## src/rtl/rs_pkg.sv

```systemverilog
// rs_pkg: GF(2^8) field definition and RS(204,188) code constants shared by
// the encoder and the decoder-side blocks.
package rs_pkg;

    localparam logic [8:0] POLY = 9'h11D;
    localparam int N = 204;
    localparam int K = 188;
    localparam int NPAR = 16;

    // g15 first, so GEN[i] is the coefficient of x^i; g16 = 1 is implicit
    localparam logic [15:0][7:0] GEN = {
        8'd59, 8'd13, 8'd104, 8'd189, 8'd68, 8'd209, 8'd30, 8'd8,
        8'd163, 8'd65, 8'd41, 8'd229, 8'd98, 8'd50, 8'd36, 8'd59
    };

    typedef enum logic {DATA, PARITY} state_t;

    function automatic logic [7:0] gf_mul(input logic [7:0] a, input logic [7:0] b);
        logic [7:0] p;
        logic [7:0] x;
        p = 8'h00;
        x = a;
        for (int i = 0; i < 8; i++) begin
            p = b[i] ? p ^ x : p;
            x = {x[6:0], 1'b0} ^ (x[7] ? POLY[7:0] : 8'h00);
        end
        return p;
    endfunction

endpackage

```

## src/rtl/rs_encoder_if.sv

```systemverilog
// rs_encoder_if: message input handshake and codeword output stream.
interface rs_encoder_if;
    logic [7:0] data_in;
    logic       in_valid;
    logic       in_ready;
    logic [7:0] data_out;
    logic       out_valid;
    logic       out_sop;
    logic       out_eop;

    modport master (
        output data_in, in_valid,
        input  in_ready, data_out, out_valid, out_sop, out_eop
    );

    modport slave (
        input  data_in, in_valid,
        output in_ready, data_out, out_valid, out_sop, out_eop
    );
endinterface

```

## src/rtl/gf_mult_const.sv

```systemverilog
// gf_mult_const: combinational GF(2^8) multiply by a fixed coefficient.
module gf_mult_const
    import rs_pkg::*;
#(
    parameter logic [7:0] C = 8'h01
) (
    input  logic [7:0] a,
    output logic [7:0] y
);
    assign y = gf_mul(a, C);
endmodule

```

## src/rtl/rs_encoder.sv

```systemverilog
// rs_encoder: systematic RS(204,188) encoder, message passthrough with latency 1
// followed by 16 parity bytes shifted out of the LFSR.
module rs_encoder
    import rs_pkg::*;
(
    input logic         clk,
    input logic         reset,
    rs_encoder_if.slave bus
);
    state_t           state, state_nx;
    logic [7:0]       cnt;
    logic [15:0][7:0] par;
    logic [15:0][7:0] prod;
    logic [7:0]       fb;
    logic             accept;

    assign fb = bus.data_in ^ par[15];

    for (genvar g = 0; g < NPAR; g++) begin : gen_mul
        gf_mult_const #(.C(GEN[g])) u_mul (.a(fb), .y(prod[g]));
    end

    always_comb begin
        state_nx = state;
        bus.in_ready = 1'b0;
        accept = 1'b0;
        if (state == DATA) begin
            bus.in_ready = 1'b1;
            accept = bus.in_valid;
            state_nx = (accept && cnt == 8'(K - 1)) ? PARITY : DATA;
        end else begin
            state_nx = (cnt == 8'(NPAR - 1)) ? DATA : PARITY;
        end
    end

    always_ff @(posedge clk) begin
        if (!reset) state <= DATA;
        else state <= state_nx;
    end

    always_ff @(posedge clk) begin
        if (!reset) begin
            cnt <= 8'd0;
            par <= '0;
            bus.data_out <= 8'h00;
            bus.out_valid <= 1'b0;
            bus.out_sop <= 1'b0;
            bus.out_eop <= 1'b0;
        end else if (state == PARITY) begin
            // zero fill leaves the LFSR clear for the next frame
            cnt <= (cnt == 8'(NPAR - 1)) ? 8'd0 : cnt + 8'd1;
            par <= {par[14:0], 8'h00};
            bus.data_out <= par[15];
            bus.out_valid <= 1'b1;
            bus.out_sop <= 1'b0;
            bus.out_eop <= (cnt == 8'(N - K - 1));
        end else begin
            bus.out_valid <= accept;
            bus.out_sop <= accept && cnt == 8'd0;
            bus.out_eop <= 1'b0;
            if (accept) begin
                cnt <= (cnt == 8'(K - 1)) ? 8'd0 : cnt + 8'd1;
                par <= {par[14:0], 8'h00} ^ prod;
                bus.data_out <= bus.data_in;
            end
        end
    end
endmodule

```

## src/flat_wrapper.sv

```systemverilog
// flat-port wrapper written by rule: the top's interface ports become plain ports
module rs_encoder_flat import rs_pkg::*;
  (clk, reset, bus_data_in, bus_in_valid, bus_in_ready, bus_data_out, bus_out_valid, bus_out_sop, bus_out_eop);
  rs_encoder_if bus_i ();
  input logic clk;
  input logic reset;
  input wire logic [$bits(bus_i.data_in)-1:0] bus_data_in;
  input wire logic [$bits(bus_i.in_valid)-1:0] bus_in_valid;
  output wire logic [$bits(bus_i.in_ready)-1:0] bus_in_ready;
  output wire logic [$bits(bus_i.data_out)-1:0] bus_data_out;
  output wire logic [$bits(bus_i.out_valid)-1:0] bus_out_valid;
  output wire logic [$bits(bus_i.out_sop)-1:0] bus_out_sop;
  output wire logic [$bits(bus_i.out_eop)-1:0] bus_out_eop;
  assign bus_i.data_in = bus_data_in;
  assign bus_i.in_valid = bus_in_valid;
  assign bus_in_ready = bus_i.in_ready;
  assign bus_data_out = bus_i.data_out;
  assign bus_out_valid = bus_i.out_valid;
  assign bus_out_sop = bus_i.out_sop;
  assign bus_out_eop = bus_i.out_eop;
  rs_encoder u_core (.clk(clk), .reset(reset), .bus(bus_i));
endmodule
```

## config.mk

```make
export PLATFORM = sky130hd
export DESIGN_NAME = rs_encoder_flat
export DESIGN_NICKNAME = d
export VERILOG_FILES = /design/src/rtl/rs_pkg.sv /design/src/rtl/rs_encoder_if.sv /design/src/rtl/gf_mult_const.sv /design/src/rtl/rs_encoder.sv /design/src/flat_wrapper.sv
export SDC_FILE = /design/constraint.sdc
export NUM_CORES = 1
export LEC_CHECK = 0
export ABC_AREA = 1
export BUFFER_PORTS_ARGS = -buffer_cell sky130_fd_sc_hd__buf_2
export CORE_MARGIN = 3
export CORE_UTILIZATION = 50
export DETAILED_ROUTE_END_ITERATION = 8
export HOLD_SLACK_MARGIN = 0.02
export PLACE_DENSITY = 0.74
export SLEW_MARGIN = 20
export SYNTH_ARGS = -nofsm -noshare
export SYNTH_HDL_FRONTEND = slang
export SYNTH_SLANG_ARGS = --single-unit
```

## constraint.sdc

```tcl
create_clock -name clk -period 5.25 [get_ports clk]
set_input_delay 0.2625 -clock clk [delete_from_list [all_inputs] [get_ports clk]]
set_output_delay 0.2625 -clock clk [all_outputs]
set_load 0.005 [all_outputs]
```

==> results.sh, run 1 <==
export IMPL_status="completed"
export IMPL_synth_area_per_cell_um2=6.48
export IMPL_clock_sinks=148
export IMPL_cp_required_ns=5.58
export IMPL_finalHoldViolCount=0
export IMPL_final_core_util=0.563
export IMPL_clock_latency_ns=0.43
export IMPL_cts_tree="yes"
export IMPL_io_buffers=22
export IMPL_ys_types=40
export IMPL_hold_path_cell_count=5
export IMPL_worstSetupPathType="flop to flop"
export IMPL_hold_worst_slack_ns=0.173
export IMPL_regArea_um2=2960
export IMPL_design_area_um2=9880
export IMPL_reg2reg_depth=16
export IMPL_path_common_cell="nand2_1"
export IMPL_postCtsSetupRepairBufs=0
export IMPL_syn2layout_area_growth_pct=8.97
export IMPL_cp_start_kind="flop"
export IMPL_pre_cts_slack_ns=2.20
export IMPL_pwr_density_cell_nw_per_um2=533
export IMPL_drt_first_iter_violations=947
export IMPL_p_leak_nw=5.34
export IMPL_worstPathArrival_ns=3.44
export IMPL_ys_seq_area_frac=0.327
export IMPL_grt_max_degree=113
export IMPL_fillers=1697
export IMPL_cts_resized_gates=0
export IMPL_clock_path_buffers=2
export IMPL_hpwl_mm=18.4
export IMPL_max_freq_ghz=0.322
export IMPL_synth_seq_cells=148
export IMPL_wl_mm=26.8
export IMPL_critPathSlowestCell="nand2_1"
export IMPL_power_total_mw=5.26
export IMPL_min_path_type="input port to flop"
export IMPL_maxCapViolCount=0
export IMPL_die_w_um=141
export IMPL_synthXorXnorAreaFrac=0.0730
export IMPL_cts_clk_slew_worst_paths_ns=0.06
export IMPL_viasPerCell=5.50
export IMPL_max_slew_margin=0.270
export IMPL_diodes=0
export IMPL_clock_skew_ns=0.00763
export IMPL_syn_num_nets=1411
export IMPL_die_y_um=141
export IMPL_tns_ns=0
export IMPL_die_area_um2=19800
export IMPL_syn_cell_area_um2=9060
export IMPL_start_util=0.517
export IMPL_rsz0062_at_grt="false"
export IMPL_vias=8916
export IMPL_cts_made_buffers=17
export IMPL_synth_fa_ha_area_frac=0.00276
export IMPL_synth_top_family_by_area="simple AND/OR/NAND/NOR gates"
export IMPL_grt_pass1_wl_mm=43.0
export IMPL_routedWlPerCell_um=16.5
export IMPL_grt_usage=0.273
export IMPL_drc=0
export IMPL_grt_overflow=0
export IMPL_nets=1398
export IMPL_gp_congestion=0.968
export IMPL_synth_warnings=0
export IMPL_num_rows=48
export IMPL_fin_crit_sh=0.592
export IMPL_synthSimpleGateAreaFrac=0.268
export IMPL_io_pins=23
export IMPL_setup_ws_ns=2.14
export IMPL_cts_htree_levels=4
export IMPL_crit_fanout=14
export IMPL_path_cells="inv_1 > nand2_1 > nand2_2 > inv_2 > nand2_1 > nand2_1 > nand2_1 > nand2_2 > nand2_1 > nand2_2 > xor2_1 > nand2_1 > xor2_1 > nand2_1 > nand2_1 > inv_1"
export IMPL_final_antenna_net_count=0
export IMPL_postCtsHoldBufs=0
export IMPL_setup_viol=0
export IMPL_vdd_ir_drop_max_v=0.000312
export IMPL_core_area_um2=17500
export IMPL_tightest_slew_ns=1.10
export IMPL_grt_pass1_vias=7940
export IMPL_layout_min_cycle_time_ns=3.11
export IMPL_syn_inst=1398
export IMPL_dp_cells=1591
export IMPL_slowest_delay_ns=0.50
export IMPL_layout_drive_gt1_share=0.0823
export IMPL_antenna_found_initial=0
export IMPL_muxShareOfSynthArea=0
export IMPL_dpl_cell_area_um2=9230
export IMPL_drt_pass1_iter_count=7
export IMPL_synth_compound_gate_area_share=0.199
export IMPL_maxSlewViolCount=0
export IMPL_cts_root_buf="clkbuf_16"
export IMPL_final_cell_count_no_fill=1622
export IMPL_critPathCaptureType="flop"
export IMPL_multi_input_comb_area_um2=4930
-- cells in the mapped netlist --
cell type  count  area [µm²]
a22oi_1        6        45.0
inv_1        228         856
buf_2          9        45.0
o21ai_2        2        17.5
a21o_1         6        45.0
nand4_1        4        25.0
a2111oi_0      1        8.76
clkinv_1       2        7.51
nor4_1         2        12.5
o21ai_1       13        65.1
buf_12         1        20.0
buf_1         10        37.5
a21oi_1       77         385
clkbuf_1      36         135
or2_0          1        6.26
or2_2          5        31.3
o221ai_1      30         263
inv_2          4        15.0
ha_1           2        25.0
xor2_1        39         342
buf_6          3        33.8
xnor2_4        1        27.5
or2_1          1        6.26
o211ai_1      51         383
xor2_2         6        97.6
nand2_2       25         156
nand3_2        1        10.0
nand2_1      367        1380
nor2_1        90         338
a31oi_1        1        6.26
o21ai_0      112         561
nand2_4        4        45.0
xnor2_1       16         140
nand3_1       75         375
o22ai_1        3        18.8
xor2_4         2        55.1
a211oi_1       1        7.51
buf_4          4        30.0
dfxtp_1      148        2960
nor3_1         9        45.0
-- cells by family (layout without fill, tap and decap cells) --
kind of cell / count (synthesis) / count (layout)
AOI/OAI and AO/OA: 303 / 303
xor gates and xnor gates: 64 / 64
adders and majority gates: 2 / 2
buffers and inverters: 297 / 296
DFF: 148 / 148
and+or+nand+nor: 584 / 584
-- layout by cell type, fill, tap and decap left out, types with 2 or more instances in the layout --
master,count
nor2_1,89
xor2_2,6
clkbuf_16,17
a22oi_1,6
o21ai_2,2
clkbuf_8,3
or2_2,5
nor4_1,2
nand2_4,4
buf_4,10
ha_1,2
o21ai_1,13
o211ai_1,51
a21o_1,6
bufinv_16,4
inv_1,227
nand2_1,367
nand2_2,25
xor2_4,2
o21ai_0,112
clkinv_4,5
dfxtp_1,148
nor3_1,9
buf_2,21
xor2_1,39
xnor2_1,16
nand3_1,75
inv_2,5
o22ai_1,3
a21oi_1,77
o221ai_1,30
nand4_1,4
-- per-layer routing --
| metal | track usage | wire, µm |
|---|---|---|
| met1 | 0.378 | 12200 |
| met2 | 0.424 | 11900 |
| met3 | 0.0628 | 1990 |
| met4 | 0.0857 | 719 |
| met5 | 0 | 0 |
-- report_power, final --
part           internal [mW]  switching [mW]
clock                  0.834           0.497
combinational          0.752            1.67
sequential              1.33           0.172
total                   2.92            2.34
-- final timing paths --
| check | start | slack [ns] | endpoint |
|---|---|---|---|
| max reg2reg | u_core.par[123]$_SDFFE_PN0P_ | 2.14 | u_core.par[126]$_SDFFE_PN0P_ |
| min reg2reg | u_core.par[6]$_SDFFE_PP0P_ | 0.49 | u_core.par[6]$_SDFFE_PP0P_ |
| min | bus_data_in[4] | 0.17 | u_core.bus.data_out[4]$_SDFFE_PN0P_ |
| max | u_core.par[123]$_SDFFE_PN0P_ | 2.14 | u_core.par[126]$_SDFFE_PN0P_ |
-- flip-flops by register name, summed over array words and instances, names as in the netlist --
register and cells:
u_core.par 128, u_core.bus.out_valid 1, u_core.cnt 8, u_core.bus.out_sop 1, u_core.bus.out_eop 1, u_core.state 1, u_core.bus.data_out 8
-- critical path, delay by kind of cell, from the launching register on --
| family | cells | cell delay (ns) |
|---|---|---|
| simple gates | 11 | 1.87 |
| xor+xnor | 2 | 0.40 |
| flops | 1 | 0.37 |
| buf+inv | 3 | 0.36 |
-- cell type report --
type,count,area share
timing repair buffer,31,0.0182
clock buffer,20,0.0473
multi-input combinational,953,0.499
sequential,148,0.300
tap,225,0.0285
clock inverter,11,0.0179
inverter,234,0.0892
(Power assumes the default switching activity.)
==> run 2, diff against run 1 <==
- ABC_AREA: 1 -> 0
- clock period: 5.25 -> 2.9 ns (I/O delays scaled with it)
==> results.sh, run 2 <==
export IMPL_status="completed"
export IMPL_synth_edf_count=0
export IMPL_rsz0062_at_grt="false"
export IMPL_final_antenna_net_count=0
export IMPL_synth_top_area_frac=0.329
export IMPL_critPathCaptureType="flop"
export IMPL_p_leak_nw=4.21
export IMPL_die_y_um=140
export IMPL_largestRegisters="u_core.par x128, u_core.bus.data_out x8, u_core.cnt x8"
export IMPL_maxSlewViolCount=0
export IMPL_nets=1094
export IMPL_worstPathArrival_ns=2.97
export IMPL_most_common_layout_cells="151 x nor2_1, 147 x dfxtp_1, 81 x a21oi_1, 71 x xnor2_1, 67 x o21ai_0"
export IMPL_synth_top_cells_by_count="151 x nor2_1, 148 x dfxtp_1, 81 x a21oi_1"
export IMPL_slowest_delay_ns=0.68
export IMPL_clock_latency_ns=0.43
export IMPL_final_cell_count_no_fill=1319
export IMPL_cts_tree="yes"
export IMPL_cts_htree_levels=4
export IMPL_regMostFlops="u_core.par"
export IMPL_synth_top_area_cell="dfxtp_1"
export IMPL_ys_seq_area_frac=0.329
export IMPL_ys_flop_type="dfxtp_1"
export IMPL_path_cells="xnor2_2 > xnor3_4 > xnor2_1 > xnor2_1 > mux2i_1 > a21oi_1"
export IMPL_die_area_um2=19600
export IMPL_switchingPower_mw=6.44
export IMPL_final_core_util=0.571
export IMPL_fillers=1549
export IMPL_cts_resized_gates=0
export IMPL_setup_viol=0
export IMPL_maxCapViolCount=0
export IMPL_multi_input_comb_area_um2=5570
export IMPL_wl_mm=25.2
export IMPL_min_path_type="input port to flop"
export IMPL_dp_cells=1287
export IMPL_cp_start_kind="flop"
export IMPL_dpl_cell_area_um2=9390
export IMPL_clock_path_buffers=2
export IMPL_rrSetupSlack_ns=0.22
export IMPL_drt_first_iter_violations=730
export IMPL_design_area_um2=9980
export IMPL_io_buffers=22
export IMPL_clock_skew_ns=0.00773
export IMPL_worstSetupPathType="flop to flop"
export IMPL_layout_drive_gt1_share=0.109
export IMPL_largest_reg_flops=128
export IMPL_hold_worst_slack_ns=0.131
export IMPL_synth_warnings=0
export IMPL_tns_ns=0
export IMPL_routedWlPerCell_um=19.1
export IMPL_syn_cell_area_um2=9000
export IMPL_vdd_ir_drop_max_v=0.000801
export IMPL_rr_endpoint="u_core.par[84]$_SDFFE_PN0P_"
export IMPL_ys_types=50
export IMPL_postCtsSetupRepairBufs=0
export IMPL_syn2layout_area_growth_pct=10.9
export IMPL_crit_end="u_core.par[84]$_SDFFE_PN0P_"
export IMPL_reg2reg_depth=6
export IMPL_syn_num_nets=1095
export IMPL_grt_pass1_vias=7517
export IMPL_layout_min_cycle_time_ns=2.68
export IMPL_antenna_found_initial=0
export IMPL_gp_congestion=0.892
export IMPL_tightest_slew_ns=0.860
export IMPL_cp_required_ns=3.19
export IMPL_postCtsHoldBufs=0
export IMPL_finalHoldViolCount=0
export IMPL_power_share_clock=0.148
export IMPL_grt_usage=0.259
export IMPL_max_freq_ghz=0.373
export IMPL_drt_pass1_iter_count=7
export IMPL_clock_sinks=148
export IMPL_drc=0
export IMPL_die_w_um=140
export IMPL_hpwl_mm=16.4
export IMPL_yosysMostFrequentCell="nor2_1"
export IMPL_cts_clk_slew_worst_paths_ns=0.06
export IMPL_vias=8061
export IMPL_core_area_um2=17500
export IMPL_path_common_cell="xnor2_1"
export IMPL_num_rows=48
export IMPL_max_slew_margin=0.423
export IMPL_internal_power_mw=8.61
export IMPL_cts_root_buf="clkbuf_16"
export IMPL_pwr_density_cell_nw_per_um2=1510
export IMPL_io_pins=23
export IMPL_viasPerCell=6.11
export IMPL_synthTopCellsByArea="dfxtp_1 33%, xnor2_1 6.9%, nor2_1 6.3%"
export IMPL_grt_max_degree=100
export IMPL_p_comb_frac=0.631
export IMPL_critPathSlowestCell="xnor2_2"
export IMPL_synth_seq_cells=148
export IMPL_syn_inst=1082
export IMPL_grt_overflow=0
export IMPL_final_common_cell="nor2_1"
export IMPL_fin_crit_sh=0.924
export IMPL_switching_share=0.428
export IMPL_crit_fanout=10
export IMPL_cts_made_buffers=17
export IMPL_synth_area_per_cell_um2=8.32
export IMPL_diodes=0
export IMPL_grt_pass1_wl_mm=40.7
export IMPL_start_util=0.515
export IMPL_regArea_um2=2970
export IMPL_cp_startpoint="u_core.par[120]$_SDFFE_PN0P_"
export IMPL_r2r_start="u_core.par[120]$_SDFFE_PN0P_"
export IMPL_seq_power_share=0.221
export IMPL_async_flop_share=0
[run 2: changes by cell type in the layout (fill, tap and decap cells not counted), moves of 50 or more]
| cell | before | now |
|---|---|---|
| nand2_1 | 367 | 61 |
| inv_1 | 227 | 36 |
| nor2_1 | 89 | 151 |
| nand3_1 | 75 | 9 |
| o211ai_1 | 51 | 1 |
| xnor2_1 | 16 | 71 |
[run 2: kinds of logic (layout without fill, tap and decap cells)]
kind of cell               count (synthesis)  in the layout  share of synthesized area
and+or+nand+nor                          314            314                      0.157
xor gates and xnor gates                 152            152                      0.207
buffers and inverters                    120            132                     0.0513
muxes                                      9              9                     0.0100
adders and majority gates                  2              2                    0.00278
DFF                                      148            148                      0.329
AOI/OAI and AO/OA                        337            337                      0.243
[run 2: area by class of cell]
cell class,instances,area share
Multi-Input combinational cell,814,0.558
Sequential cell,148,0.297
Clock buffer,23,0.0489
Timing Repair Buffer,61,0.0419
Tap cell,225,0.0282
Inverter,39,0.0150
Clock inverter,9,0.0103
[run 2: how the worst min path moves through the flow]
stage / startpoint / depth (start not counted) / endpoint / slack [ns]
finish: bus_data_in[4] / 5 / u_core.bus.data_out[4]$_SDFFE_PN0P_ / 0.13
global route: bus_data_in[2] / 5 / u_core.bus.data_out[2]$_SDFFE_PN0P_ / 0.16
CTS: bus_data_in[4] / 5 / u_core.bus.data_out[4]$_SDFFE_PN0P_ / 0.12
detailed placement: u_core.par[30]$_SDFFE_PN0P_ / 2 / u_core.par[38]$_SDFFE_PN0P_ / 0.46
global placement: u_core.par[30]$_SDFFE_PN0P_ / 2 / u_core.par[38]$_SDFFE_PN0P_ / 0.46
floorplan: bus_data_in[0] / 4 / u_core.bus.data_out[0]$_SDFFE_PN0P_ / 0.41
[run 2: stage by stage]
stage	setup WS, ns	total power, mW
global placement	0.361	12.4
finish	0.220	15.1
global route	0.0521	16.0
CTS	0.228	14.9
detailed placement	0.302	12.6
floorplan	0.568	10.4
[run 2: power groups by stage]
stage | logic, mW | registers, mW | clock network (mW)
after floorplan | 7.25 | 3.14 | 0
after global placement | 9.08 | 3.32 | 0
after detailed placement | 9.27 | 3.33 | 0
after CTS | 9.38 | 3.30 | 2.25
after global routing | 10.3 | 3.40 | 2.33
final | 9.50 | 3.33 | 2.23
[run 2: critical path, delay by kind of cell (launching register included)]
kind | cells | cell delay (ns)
DFF | 1 | 0.37
muxes | 1 | 0.25
AOI/OAI and AO/OA | 1 | 0.09
xor gates and xnor gates | 4 | 1.84
[run 2: routing by layer]
layer / routed length (µm) / vias up / share of wire / global-route usage
met2: 11400 / 389 / 0.45 / 0.403
li1: - / 3774 / - / -
met3: 2140 / 75 / 0.085 / 0.0570
met1: 10800 / 3823 / 0.43 / 0.352
met5: 0 / - / 0 / 0
met4: 838 / 0 / 0.033 / 0.101
==> run 3, diff against run 2 <==
- CORE_ASPECT_RATIO: default -> 0.75
- CORE_MARGIN: 3 -> 2
==> results.sh, run 3 (synthesized netlist as in run 2, its figures left out) <==
export IMPL_switching_share=0.428
export IMPL_crit_fanout=14
export IMPL_grt_usage=0.266
export IMPL_worstSetupPathType="flop to flop"
export IMPL_clock_path_buffers=2
export IMPL_critPathSlowestCell="xnor2_2"
export IMPL_dp_cells=1302
export IMPL_grt_pass1_vias=7025
export IMPL_core_area_um2=17700
export IMPL_largestRegisters="u_core.par x128, u_core.bus.data_out x8, u_core.cnt x8"
export IMPL_rsz0062_at_grt="false"
export IMPL_gp_congestion=0.899
export IMPL_cts_resized_gates=0
export IMPL_diodes=0
export IMPL_nets=1092
export IMPL_final_cell_count_no_fill=1334
export IMPL_final_antenna_net_count=0
export IMPL_io_buffers=22
export IMPL_largest_reg_flops=128
export IMPL_grt_max_degree=97
export IMPL_grt_overflow=0
export IMPL_postCtsSetupRepairBufs=0
export IMPL_seq_power_share=0.219
export IMPL_vias=7995
export IMPL_antenna_found_initial=0
export IMPL_viasPerCell=5.99
export IMPL_p_comb_frac=0.622
export IMPL_cp_required_ns=3.24
export IMPL_layout_drive_gt1_share=0.107
export IMPL_cts_made_buffers=17
export IMPL_die_y_um=120
export IMPL_drt_first_iter_violations=1056
export IMPL_reg2reg_depth=6
export IMPL_layout_min_cycle_time_ns=2.61
export IMPL_maxSlewViolCount=0
export IMPL_postCtsHoldBufs=0
export IMPL_max_slew_margin=0.249
export IMPL_setup_viol=0
export IMPL_slowest_delay_ns=0.77
export IMPL_regMostFlops="u_core.par"
export IMPL_worstPathArrival_ns=2.96
export IMPL_num_rows=42
export IMPL_final_core_util=0.568
export IMPL_clock_sinks=148
export IMPL_hold_path_cell_count=5
export IMPL_switchingPower_mw=6.54
export IMPL_cts_clk_slew_worst_paths_ns=0.06
export IMPL_internal_power_mw=8.73
export IMPL_die_area_um2=19100
export IMPL_cts_root_buf="clkbuf_16"
export IMPL_maxCapViolCount=0
export IMPL_cp_start_kind="flop"
export IMPL_final_common_cell="nor2_1"
export IMPL_cts_tree="yes"
export IMPL_critPathCaptureType="flop"
export IMPL_finalHoldViolCount=0
export IMPL_hpwl_mm=16.7
export IMPL_cts_htree_levels=4
export IMPL_grt_pass1_wl_mm=39.8
export IMPL_min_path_type="input port to flop"
export IMPL_wl_mm=25.4
export IMPL_clock_latency_ns=0.43
export IMPL_most_common_layout_cells="151 x nor2_1, 147 x dfxtp_1, 81 x a21oi_1, 71 x xnor2_1, 67 x o21ai_0"
export IMPL_die_w_um=159
export IMPL_fin_crit_sh=0.901
export IMPL_tightest_slew_ns=1.13
export IMPL_clock_skew_ns=0.00671
export IMPL_status="completed"
export IMPL_pwr_density_cell_nw_per_um2=1520
export IMPL_tns_ns=0
export IMPL_routedWlPerCell_um=19.0
export IMPL_io_pins=23
export IMPL_max_freq_ghz=0.383
export IMPL_path_cells="xnor2_2 > xor2_1 > xnor3_1 > o31ai_1 > nand2_1 > a21oi_1"
export IMPL_drc=0
export IMPL_start_util=0.510
export IMPL_power_share_clock=0.159
export IMPL_drt_pass1_iter_count=7
export IMPL_vdd_ir_drop_max_v=0.000718
export IMPL_p_leak_nw=4.22
export IMPL_syn2layout_area_growth_pct=11.5
-- run 3: layer usage --
metal,wire length (µm),GRT usage
met1,12000,0.407
met2,10600,0.381
met3,2420,0.0532
met4,333,0.0705
met5,0,0
-- run 3: area by class of cell --
type                       instances  area [µm²]
clock buffer                      21         460
clock inverter                    11         173
fill                            1535        7630
inverter                          39         150
multi-input combinational        814        5570
sequential                       148        2970
tap                              242         303
timing repair buffer              59         403
-- run 3: worst max-delay path: cells and delay by family, from the launching register on --
kind            cells  cell delay (ns)
xor+xnor            3             1.70
compound gates      2             0.39
flops               1             0.34
simple gates        1             0.09
-- run 3: final timing paths --
| path | startpoint | end | slack, ns |
|---|---|---|---|
| worst max-delay path | u_core.par[124]$_SDFFE_PN0P_ | u_core.par[57]$_SDFFE_PN0P_ | 0.29 |
| worst min-delay path | bus_data_in[3] | u_core.bus.data_out[3]$_SDFFE_PN0P_ | 0.16 |
| worst max register to register | u_core.par[124]$_SDFFE_PN0P_ | u_core.par[57]$_SDFFE_PN0P_ | 0.29 |
| worst min register to register | u_core.par[67]$_SDFFE_PN0P_ | u_core.par[75]$_SDFFE_PN0P_ | 0.48 |
-- run 3: power by group through the flow --
stage / logic [mW] / clock network, mW / registers [mW]
after CTS: 9.35 / 2.44 / 3.32
final: 9.50 / 2.42 / 3.35
after detailed placement: 9.25 / 0 / 3.35
after global placement: 9.13 / 0 / 3.34
after global routing: 10.3 / 2.52 / 3.41
after floorplan: 7.25 / 0 / 3.14
-- run 3: stage by stage --
stage | hold slack, ns | setup WS, ns | total power [mW] | instance area, µm²
6_report | 0.157 | 0.287 | 15.3 | 10000
2_1_floorplan | 0.405 | 0.568 | 10.4 | 9000
3_3_place_gp | 0.455 | 0.378 | 12.5 | 9400
3_5_place_dp | 0.471 | 0.341 | 12.6 | 9400
4_1_cts | 0.134 | 0.326 | 15.1 | 10000
5_1_grt | 0.156 | 0.139 | 16.2 | 10000
